$ cat src/rtl/fp16_pkg.sv
// rtl/fp16_pkg.sv - FP16 field widths, classification helpers and checker state enum
package fp16_pkg;

    localparam int FP16_W      = 16;
    localparam int FP16_EXP_W  = 5;
    localparam int FP16_FRAC_W = 10;

    typedef enum logic [1:0] {
        ST_IDLE  = 2'd0,
        ST_RUN   = 2'd1,
        ST_DRAIN = 2'd2,
        ST_DONE  = 2'd3
    } chk_state_t;

    function automatic logic fp16_is_nan(input logic [FP16_W-1:0] x);
        return (&x[FP16_FRAC_W +: FP16_EXP_W]) && (|x[FP16_FRAC_W-1:0]);
    endfunction

    function automatic logic fp16_is_inf(input logic [FP16_W-1:0] x);
        return (&x[FP16_FRAC_W +: FP16_EXP_W]) && !(|x[FP16_FRAC_W-1:0]);
    endfunction

    function automatic logic fp16_is_zero(input logic [FP16_W-1:0] x);
        return ~|x[FP16_W-2:0];
    endfunction

    // Any NaN pair matches, any zero pair matches, Inf or a lone NaN needs
    // bit equality, everything else is a same-sign magnitude distance test.
    function automatic logic fp16_match(input logic [FP16_W-1:0] e,
                                        input logic [FP16_W-1:0] g,
                                        input logic [3:0]        tol);
        logic [FP16_W-2:0] diff;
        logic              m;
        diff = (e[FP16_W-2:0] >= g[FP16_W-2:0]) ? (e[FP16_W-2:0] - g[FP16_W-2:0])
                                                 : (g[FP16_W-2:0] - e[FP16_W-2:0]);
        if (fp16_is_nan(e) && fp16_is_nan(g))
            m = 1'b1;
        else if (fp16_is_zero(e) && fp16_is_zero(g))
            m = 1'b1;
        else if (fp16_is_nan(e) || fp16_is_nan(g) || fp16_is_inf(e) || fp16_is_inf(g))
            m = (e == g);
        else
            m = (e[FP16_W-1] == g[FP16_W-1]) && (diff <= {11'd0, tol});
        return m;
    endfunction

    function automatic logic [15:0] sat_add16(input logic [15:0] a, input logic [6:0] b);
        logic [16:0] s;
        s = {1'b0, a} + {10'd0, b};
        return s[16] ? 16'hFFFF : s[15:0];
    endfunction

endpackage

$ cat src/rtl/fp16_sync_fifo.sv
// rtl/fp16_sync_fifo.sv - first-word-fall-through FIFO holding expected FP16 values
module fp16_sync_fifo
    import fp16_pkg::*;
#(
    parameter int DEPTH = 8,
    parameter int WIDTH = FP16_W,
    localparam int AW   = $clog2(DEPTH),
    localparam int CW   = AW + 1
) (
    input  logic             clk,
    input  logic             rst_n,
    input  logic             push,
    input  logic [WIDTH-1:0] push_data,
    input  logic             pop,
    output logic [WIDTH-1:0] pop_data,
    output logic             full,
    output logic             empty,
    output logic [CW-1:0]    count
);

    logic [WIDTH-1:0] mem [DEPTH];
    logic [AW-1:0]    wr_ptr;
    logic [AW-1:0]    rd_ptr;
    logic             wr_en;
    logic             rd_en;

    assign full     = (count == CW'(DEPTH));
    assign empty    = (count == '0);
    assign wr_en    = push && !full;
    assign rd_en    = pop && !empty;
    assign pop_data = mem[rd_ptr];

    // Storage needs no reset; emptiness is tracked by the pointers and count.
    always_ff @(posedge clk) begin
        if (wr_en)
            mem[wr_ptr] <= push_data;
    end

    // Pointer and occupancy bookkeeping; push+pop together leaves count unchanged.
    always_ff @(posedge clk or negedge rst_n) begin
        if (!rst_n) begin
            wr_ptr <= '0;
            rd_ptr <= '0;
            count  <= '0;
        end else begin
            if (wr_en)
                wr_ptr <= wr_ptr + AW'(1);
            if (rd_en)
                rd_ptr <= rd_ptr + AW'(1);
            case ({wr_en, rd_en})
                2'b10:   count <= count + CW'(1);
                2'b01:   count <= count - CW'(1);
                default: count <= count;
            endcase
        end
    end

endmodule

$ cat config.mk
export PLATFORM = sky130hd
export DESIGN_NAME = fp16_sync_fifo
export DESIGN_NICKNAME = d
export VERILOG_FILES = /design/src/rtl/fp16_pkg.sv /design/src/rtl/fp16_sync_fifo.sv
export SDC_FILE = /design/constraint.sdc
export NUM_CORES = 1
export LEC_CHECK = 0
export ABC_AREA = 1
export BUFFER_PORTS_ARGS = -buffer_cell sky130_fd_sc_hd__buf_4
export CAP_MARGIN = 10
export CORE_UTILIZATION = 38
export CTS_CLUSTER_DIAMETER = 30
export DETAILED_ROUTE_END_ITERATION = 7
export SYNTH_ARGS = -nofsm -noshare
export SYNTH_HDL_FRONTEND = slang
export SYNTH_SLANG_ARGS = --single-unit
$ cat constraint.sdc
create_clock -name clk -period 2.9 [get_ports clk]
set_clock_uncertainty 0.15 [all_clocks]
set_input_delay 0.58 -clock clk [delete_from_list [all_inputs] [get_ports clk]]
set_output_delay 0.58 -clock clk [all_outputs]
set_load 0.005 [all_outputs]
### Word level (Yosys, flattened, before mapping)

Memory sizes are Yosys's and may differ from the RTL's.
Cells that the tools add are included.

| storage, ports and cells | value |
|---|---|
| RAM bits | 128 |
| flip-flop bits (word level) | 10 |
| memories | 1 |
| word-level logic and storage cells | 20 |

Memory list:

| memory | words | bits a word | read ports | clocked after Yosys merged registers in | wr ports | RTL line | source |
|---|---|---|---|---|---|---|---|
| mem | 8 | 16 | 1 | 0 | 1 | fp16_sync_fifo.sv:21 | `logic [WIDTH-1:0] mem [DEPTH];` |

| cells by class | value |
|---|---|
| $add $sub $neg | 4 |
| reduce and logical (&&, ||, !) cells | 6 |
| eq/ne operators | 3 |
| muxes and demuxes | 3 |

Operators with widths:

| operator | number |
|---|---|
| case mux 4 bit (2 select lines) | 1 |
| adder 3 x 1 -> 3 bit (second input constant) | 2 |
| adder 4 x 1 -> 4 bit (second input constant) | 1 |
| == test 4 bit (second input constant) | 1 |
| logical NOT 4 bit | 1 |
| subtractor 4 x 1 -> 4 bit (second input constant) | 1 |
| == test 2 x 1 -> 1 bit (second input constant) | 1 |
| == test 2 bit (second input constant) | 1 |
| logical AND 1 bit | 2 |
| logical NOT 1 bit | 2 |
| 2-to-1 mux 1 bit | 2 |
| nonzero test 2 bit | 1 |

### Longest topological paths before layout

Gate-level depths: netlist (run 1).

| logic depth | value |
|---|---|
| word-level depth | 5 |
| mapped depth | 12 |

### Least setup slack after synthesis (run 1)

OpenSTA, ideal clock, no wires.

| timing | value |
|---|---|
| path type | reg-to-reg |
| start | reg count[0] |
| end | mem mem[6][0] in the netlist's numbering, enable pin |
| arrival time | 1,976 ps |
| period minus slack after synthesis | 2,535 ps |
| required time | 2,341 ps |
| setup slack | 365 ps |
| library setup time | 409 ps |
| path buffers | 1 |
| stages on the path, launching flop included | 6 |
| cell sequence | dfrtp_1 nor2_1 nand3_1 nand2_1 buf_4 nor3_1 |

| on the way | value |
|---|---|
| cells in the longest elaborated chain, start to end | 5 |

Ends and longest elaborated chain:

| what | RTL line | source |
|---|---|---|
| start: declaration | fp16_sync_fifo.sv:18 | `output logic [CW-1:0] count` |
| start signal: assignment | fp16_sync_fifo.sv:51 | `2'b10: count <= count + CW'(1);` |
| start signal: assignment | fp16_sync_fifo.sv:52 | `2'b01: count <= count - CW'(1);` |
| start signal: assignment | fp16_sync_fifo.sv:53 | `default: count <= count;` |
| == test 4 bit | fp16_sync_fifo.sv:27 | `assign full = (count == CW'(DEPTH));` |
| logical NOT 1 bit | fp16_sync_fifo.sv:29 | `assign wr_en = push && !full;` |
| logical AND 1 bit | fp16_sync_fifo.sv:29 |  |
| 2-to-1 mux 1 bit | fp16_sync_fifo.sv:35 | `if (wr_en)` |
| 2-to-1 mux 1 bit (implied by the code) | fp16_sync_fifo.sv:36 | `mem[wr_ptr] <= push_data;` |
| end: declaration | fp16_sync_fifo.sv:21 |  |

Every way passes these cells.

### Worst setup path after layout (run 1)

| timing | value |
|---|---|
| start | reg rd_ptr[0] |
| end | out pop_data[10] |

| on the way | value |
|---|---|
| cells in the longest elaborated chain, start to end | 1 |

Ends and longest elaborated chain:

| what | RTL line | source |
|---|---|---|
| start: declaration | fp16_sync_fifo.sv:23 | `logic [AW-1:0] rd_ptr;` |
| start signal: assignment | fp16_sync_fifo.sv:49 | `rd_ptr <= rd_ptr + AW'(1);` |
| memory read (8 x 16 bit) | n/a |  |
| end: declaration | fp16_sync_fifo.sv:15 | `output logic [WIDTH-1:0] pop_data,` |

Every way passes these cells.

==> metrics.yaml, run 1 <==
finalSetupViolCount: 0
root_buffer: "clkbuf_16"
fmax_mhz: 378
post_drt_via_cell_ratio: 4.42
netlist_instances: 634
fin_crit_sh: 0.912
clkPwrFrac: 0.299
crit_fanout: 64
antenna_found_initial: 0
synthAdderAreaFrac: 0.0135
startpoint: "rd_ptr[0]$_DFFE_PN0P_"
arrival_ps: 1920
grt_util_met3: 0.0320
r2r_cells: 11
fillers: 1422
grt_max_degree: 65
synth_top_family_by_area: "simple AND/OR/NAND/NOR gates"
avgRoutedWirePerCell_um: 13.5
r2r_start: "count[1]$_DFFE_PN0P_"
clkTransAtPathRegs_ps: 60
fp.dieH_um: 129
dieArea_um2: 16600
internal_power_mw: 5.06
ys_ff_latch: 138
grt_pass1_wl_mm: 20.0
synthesis.area_um2: 6110
synth-seq-area-share: 0.670
powerDensity_nw_per_um2: 1040
drtPass1Iterations: 4
clock_sinks: 138
fin_setup_tns_ps: 0
rsz0062_at_grt: "false"
endpoint_kind: "output pin"
first_iter_violations: 221
mostFrequentLayoutCell: "nand2_1"
min_from: "push_data[2]"
clk_latency_ps: 410
grt-busiest-layer: "met2"
antennaDiodeCount: 0
final_cell_mix: "nand2_1 (232), nor2_1 (130), edfxtp_1 (128), inv_1 (79), buf_4 (55)"
finalCriticalPeriod_ps: 2650
slew_violations: 0
ant_nets: 0
p_leak_nw: 3.25
grt-ovfl-total: 0
combPwrFrac: 0.347
yosys_warnings: 0
synth_xor_area_frac: 0.00860
whs_endpoint: "mem[2][2]$_DFFE_PP_"
power_frac_seq: 0.354
tritoncts: "built"
syn_nets: 660
grt_pass1_vias: 3934
fp.dieW_um: 129
wirelength_mm: 12.2
num_rows: 45
core_um2: 15400
regToRegSetupSlack_ps: 610
hp-class: "input pin to flop"
drc: 0
syn_to_final_growth_pct: 20.7
synth_area_per_cell_um2: 9.64
cts-buffers-inserted: 17
synth_compound_area_frac: 0.00328
hold_viol_final: 0
ir_drop_mv: 0.491
portBuffers: 41
cts_buffer_depth: 2
cts_max_level: 4
synthSimpleGateAreaFrac: 0.234
initial_utilization: 0.396
outcome: "completed"
worst_pin_slew_ps: 766
rr_endpoint: "count[3]$_DFFE_PN0P_"
track_usage: 0.164
use_met1: 0.213
drv_cap: 0
ios: 42
use_met2: 0.268
globalplace.congestion: 0.742
synth.distinct_cells: 16
num_vias: 4021
whs_ps: 241
critPathRequiredTime_ps: 2170
nets: 712
holdPathStages: 1
switching_share: 0.338
maxSlewHeadroom: 0.489
dp_hpwl_mm: 7.03
worst_setup_path_start_kind: "flop"
criticalPathCategory: "flop to output pin"
drive_gt1_frac: 0.139
p_sw_mw: 2.59
synthMuxAreaShare: 0
through the flow:
step	instance area [um2]	setup slack (ps)	instances	total power, mW	utilization
final	7380	255	909	7.65	0.478
after global routing	7380	75.3	909	8.21	0.478
after CTS	7380	238	909	7.73	0.478
after global placement	6740	669	877	5.36	0.437
after floorplan	6110	365	634	4.45	-
after detailed placement	6740	590	877	5.44	0.437
timing repair:
| action | 4_1_cts | 5_1_grt |
|---|---|---|
| gates resized for setup | 0 | 0 |
| hold endpoints to repair | 10 | 0 |
| setup buffers | 0 | 0 |
| hold buffers | 1 | 0 |
synth_stat cells (all sizes together):
cell,n,share of area
edfxtp,128,0.63
nor3,8,0.0066
clkbuf,3,0.0018
or2,1,0.0010
ha,5,0.010
o21ai,4,0.0033
inv,79,0.049
buf,22,0.020
nor2,130,0.080
nand2,232,0.14
xor2,2,0.0029
fa,1,0.0033
xnor2,4,0.0057
nand3,5,0.0041
dfrtp,10,0.041
flip-flops by register name, summed over array words and instances, names as in the netlist:
| name | cells |
|---|---|
| wr_ptr | 3 |
| count | 4 |
| rd_ptr | 3 |
| mem | 128 |
logic make-up after synthesis:
family,after synthesis
xor gates and xnor gates,6
and+or+nand+nor,376
buffers and inverters,104
adders and majority gates,6
DFF,138
AOI/OAI and AO/OA,4
cell type report:
class	instances	area (um2)	area share
Tap cell	211	264	0.0358
Multi-Input combinational cell	392	1630	0.220
Sequential cell	138	4100	0.556
Clock inverter	14	204	0.0277
Clock buffer	17	425	0.0577
Timing Repair Buffer	58	463	0.0628
Inverter	79	297	0.0402
power by group through the flow:
| stage | logic [mW] | clock network, mW | registers (mW) |
|---|---|---|---|
| floorplan | 1.79 | 0 | 2.66 |
| global placement | 2.62 | 0 | 2.73 |
| detailed placement | 2.69 | 0 | 2.75 |
| CTS | 2.70 | 2.32 | 2.71 |
| global route | 3.06 | 2.41 | 2.74 |
| finish | 2.66 | 2.28 | 2.71 |
worst max-delay path, cell delays in order, from the launching register on:
cell and delay, ps:
dfrtp_4 620, buf_12 310, nor2_1 90, nor2_1 90
nand2_1 50, nand2_1 60, nand2_1 40, nand2_1 110
buf_4 110
how the worst max path moves through the flow:
| stage | to | cells past startpoint |
|---|---|---|
| after floorplan | mem[6][0]$_DFFE_PP_ | 5 |
| after global placement | count[3]$_DFFE_PN0P_ | 10 |
| after detailed placement | count[3]$_DFFE_PN0P_ | 11 |
| after CTS | pop_data[14] | 8 |
| after global routing | pop_data[7] | 8 |
| final | pop_data[10] | 8 |
routing by layer:
metal / routed length [um] / share of wire
met2: 5880 / 0.48
met5: 0 / 0
met4: 179 / 0.015
met3: 405 / 0.033
met1: 5760 / 0.47
Note: power is estimated with default switching activity, not from simulation.
==> run 2: changes to the inputs <==
BUFFER_PORTS_ARGS = -buffer_cell sky130_fd_sc_hd__buf_2   (was -buffer_cell sky130_fd_sc_hd__buf_4)
==> metrics.yaml, run 2 (same netlist as run 1, synthesis figures left out) <==
outcome: "completed"
cp_num_cells: 8
fp.dieW_um: 129
cts_max_level: 4
core_um2: 15400
dieArea_um2: 16600
hold_buffers: 1
powerDensity_nw_per_um2: 1000
place_area_um2: 6640
grt_pass1_vias: 3849
largest_reg_flops: 128
worst_setup_path_start_kind: "flop"
syn_to_final_growth_pct: 17.7
clock_sinks: 138
regMostFlops: "mem"
cts-buffers-inserted: 17
grt-ovfl-total: 0
drtPass1Iterations: 7
clk_latency_ps: 410
final_cell_count_no_fill: 911
crit_fanout: 38
cts_setup_buffers: 0
criticalPathCategory: "flop to output pin"
critPathBufInv: 2
fin_crit_sh: 0.932
critPathRequiredTime_ps: 2170
dp_hpwl_mm: 7.21
rsz0062_at_grt: "false"
avgRoutedWirePerCell_um: 13.5
worst_pin_slew_ps: 743
final_cell_mix: "nand2_1 (232), nor2_1 (130), edfxtp_1 (128), inv_1 (79), buf_2 (41)"
slew_violations: 0
endpoint_kind: "output pin"
ant_nets: 0
critPathMaxStageDelay_ps: 710
globalplace.congestion: 0.758
portBuffers: 41
startpoint: "rd_ptr[0]$_DFFE_PN0P_"
r2r_cells: 11
mostFrequentLayoutCell: "nand2_1"
crit_top_cell: "nand2_1"
p_leak_nw: 3.20
fin_setup_tns_ps: 0
regToRegSetupSlack_ps: 600
track_usage: 0.162
hp-class: "input pin to flop"
fillers: 1450
num_rows: 45
cts_buffer_depth: 2
drc: 0
initial_utilization: 0.396
fmax_mhz: 370
critPathCapture: "pop_data[15]"
num_vias: 4067
drv_cap: 0
grt_max_degree: 41
cts_resized: 0
largestRegisters: "mem: 128 flops, count: 4 flops"
dp_cells: 878
path_delay_family: "flip-flops"
finalCriticalPeriod_ps: 2700
root_buffer: "clkbuf_16"
antenna_found_initial: 0
drive_gt1_frac: 0.131
fp.dieH_um: 129
r2r_start: "count[1]$_DFFE_PN0P_"
rr_endpoint: "count[3]$_DFFE_PN0P_"
wirelength_mm: 12.3
finalSetupViolCount: 0
clkTransAtPathRegs_ps: 60
tritoncts: "built"
hold_viol_final: 0
path_cells: "buf_12 -> nor2_1 -> nor2_1 -> nand2_1 -> nand2_1 -> nand2_1 -> nand2_1 -> buf_2"
nets: 713
ios: 42
antennaDiodeCount: 0
arrival_ps: 1970
seqCellArea_um2: 4100
maxSlewHeadroom: 0.504
grt_pass1_wl_mm: 19.6
post_drt_via_cell_ratio: 4.46
first_iter_violations: 264
design_area_um2: 7190
multiInputGateArea_um2: 1630
cp_slowest_cell: "dfrtp_4"
ir_drop_mv: 0.595
-- run 2: layout make-up --
| cell class | count | area share |
|---|---|---|
| sequential | 138 | 0.570 |
| multi-input combinational | 392 | 0.226 |
| clock buffer | 18 | 0.0597 |
| timing repair buffer | 59 | 0.0511 |
| inverter | 79 | 0.0412 |
| tap | 211 | 0.0367 |
| clock inverter | 14 | 0.0155 |
-- run 2: how the worst min path moves through the flow --
stage                  from                    end  slack (ps)  cells after the start
5_1_grt        push_data[0]    mem[3][0]$_DFFE_PP_         280                      1
2_1_floorplan         rst_n   count[0]$_DFFE_PN0P_         130                      0
4_1_cts                push  wr_ptr[1]$_DFFE_PN0P_         260                      3
6_report               push  wr_ptr[1]$_DFFE_PN0P_         270                      3
3_3_place_gp          rst_n  wr_ptr[1]$_DFFE_PN0P_         310                      1
3_5_place_dp          rst_n  wr_ptr[1]$_DFFE_PN0P_         310                      1
-- run 2: tightest hold or removal path, delay by kind of cell --
kind          cells  cell delay (ps)
buf+inv           1               90
simple gates      2              140
-- run 2: power by group --
| group | switching (mW) | total (mW) | internal [mW] | leakage [nW] |
|---|---|---|---|---|
| logic | 1.58 | 2.50 | 0.914 | 1.64 |
| clock network | 0.738 | 1.97 | 1.23 | 0.269 |
| registers | 0.213 | 2.74 | 2.52 | 1.28 |
| total | 2.54 | 7.20 | 4.67 | 3.20 |
-- run 2: stage by stage --
step / total power, mW / setup WS, ps / utilization / hold WS (ps)
floorplan: 4.45 / 365 / - / 134
global placement: 5.23 / 660 / 0.430 / 306
detailed placement: 5.31 / 606 / 0.430 / 314
CTS: 7.28 / 177 / 0.466 / 256
global route: 7.75 / 26.4 / 0.466 / 277
finish: 7.20 / 196 / 0.466 / 270
-- run 2: layer usage --
layer | GRT usage | vias up | wire length [um]
li1 | - | 2070 | -
met1 | 0.202 | 1899 | 5590
met2 | 0.266 | 80 | 5960
met3 | 0.0462 | 18 | 537
met4 | 0.0651 | 0 | 174
met5 | 0 | - | 0
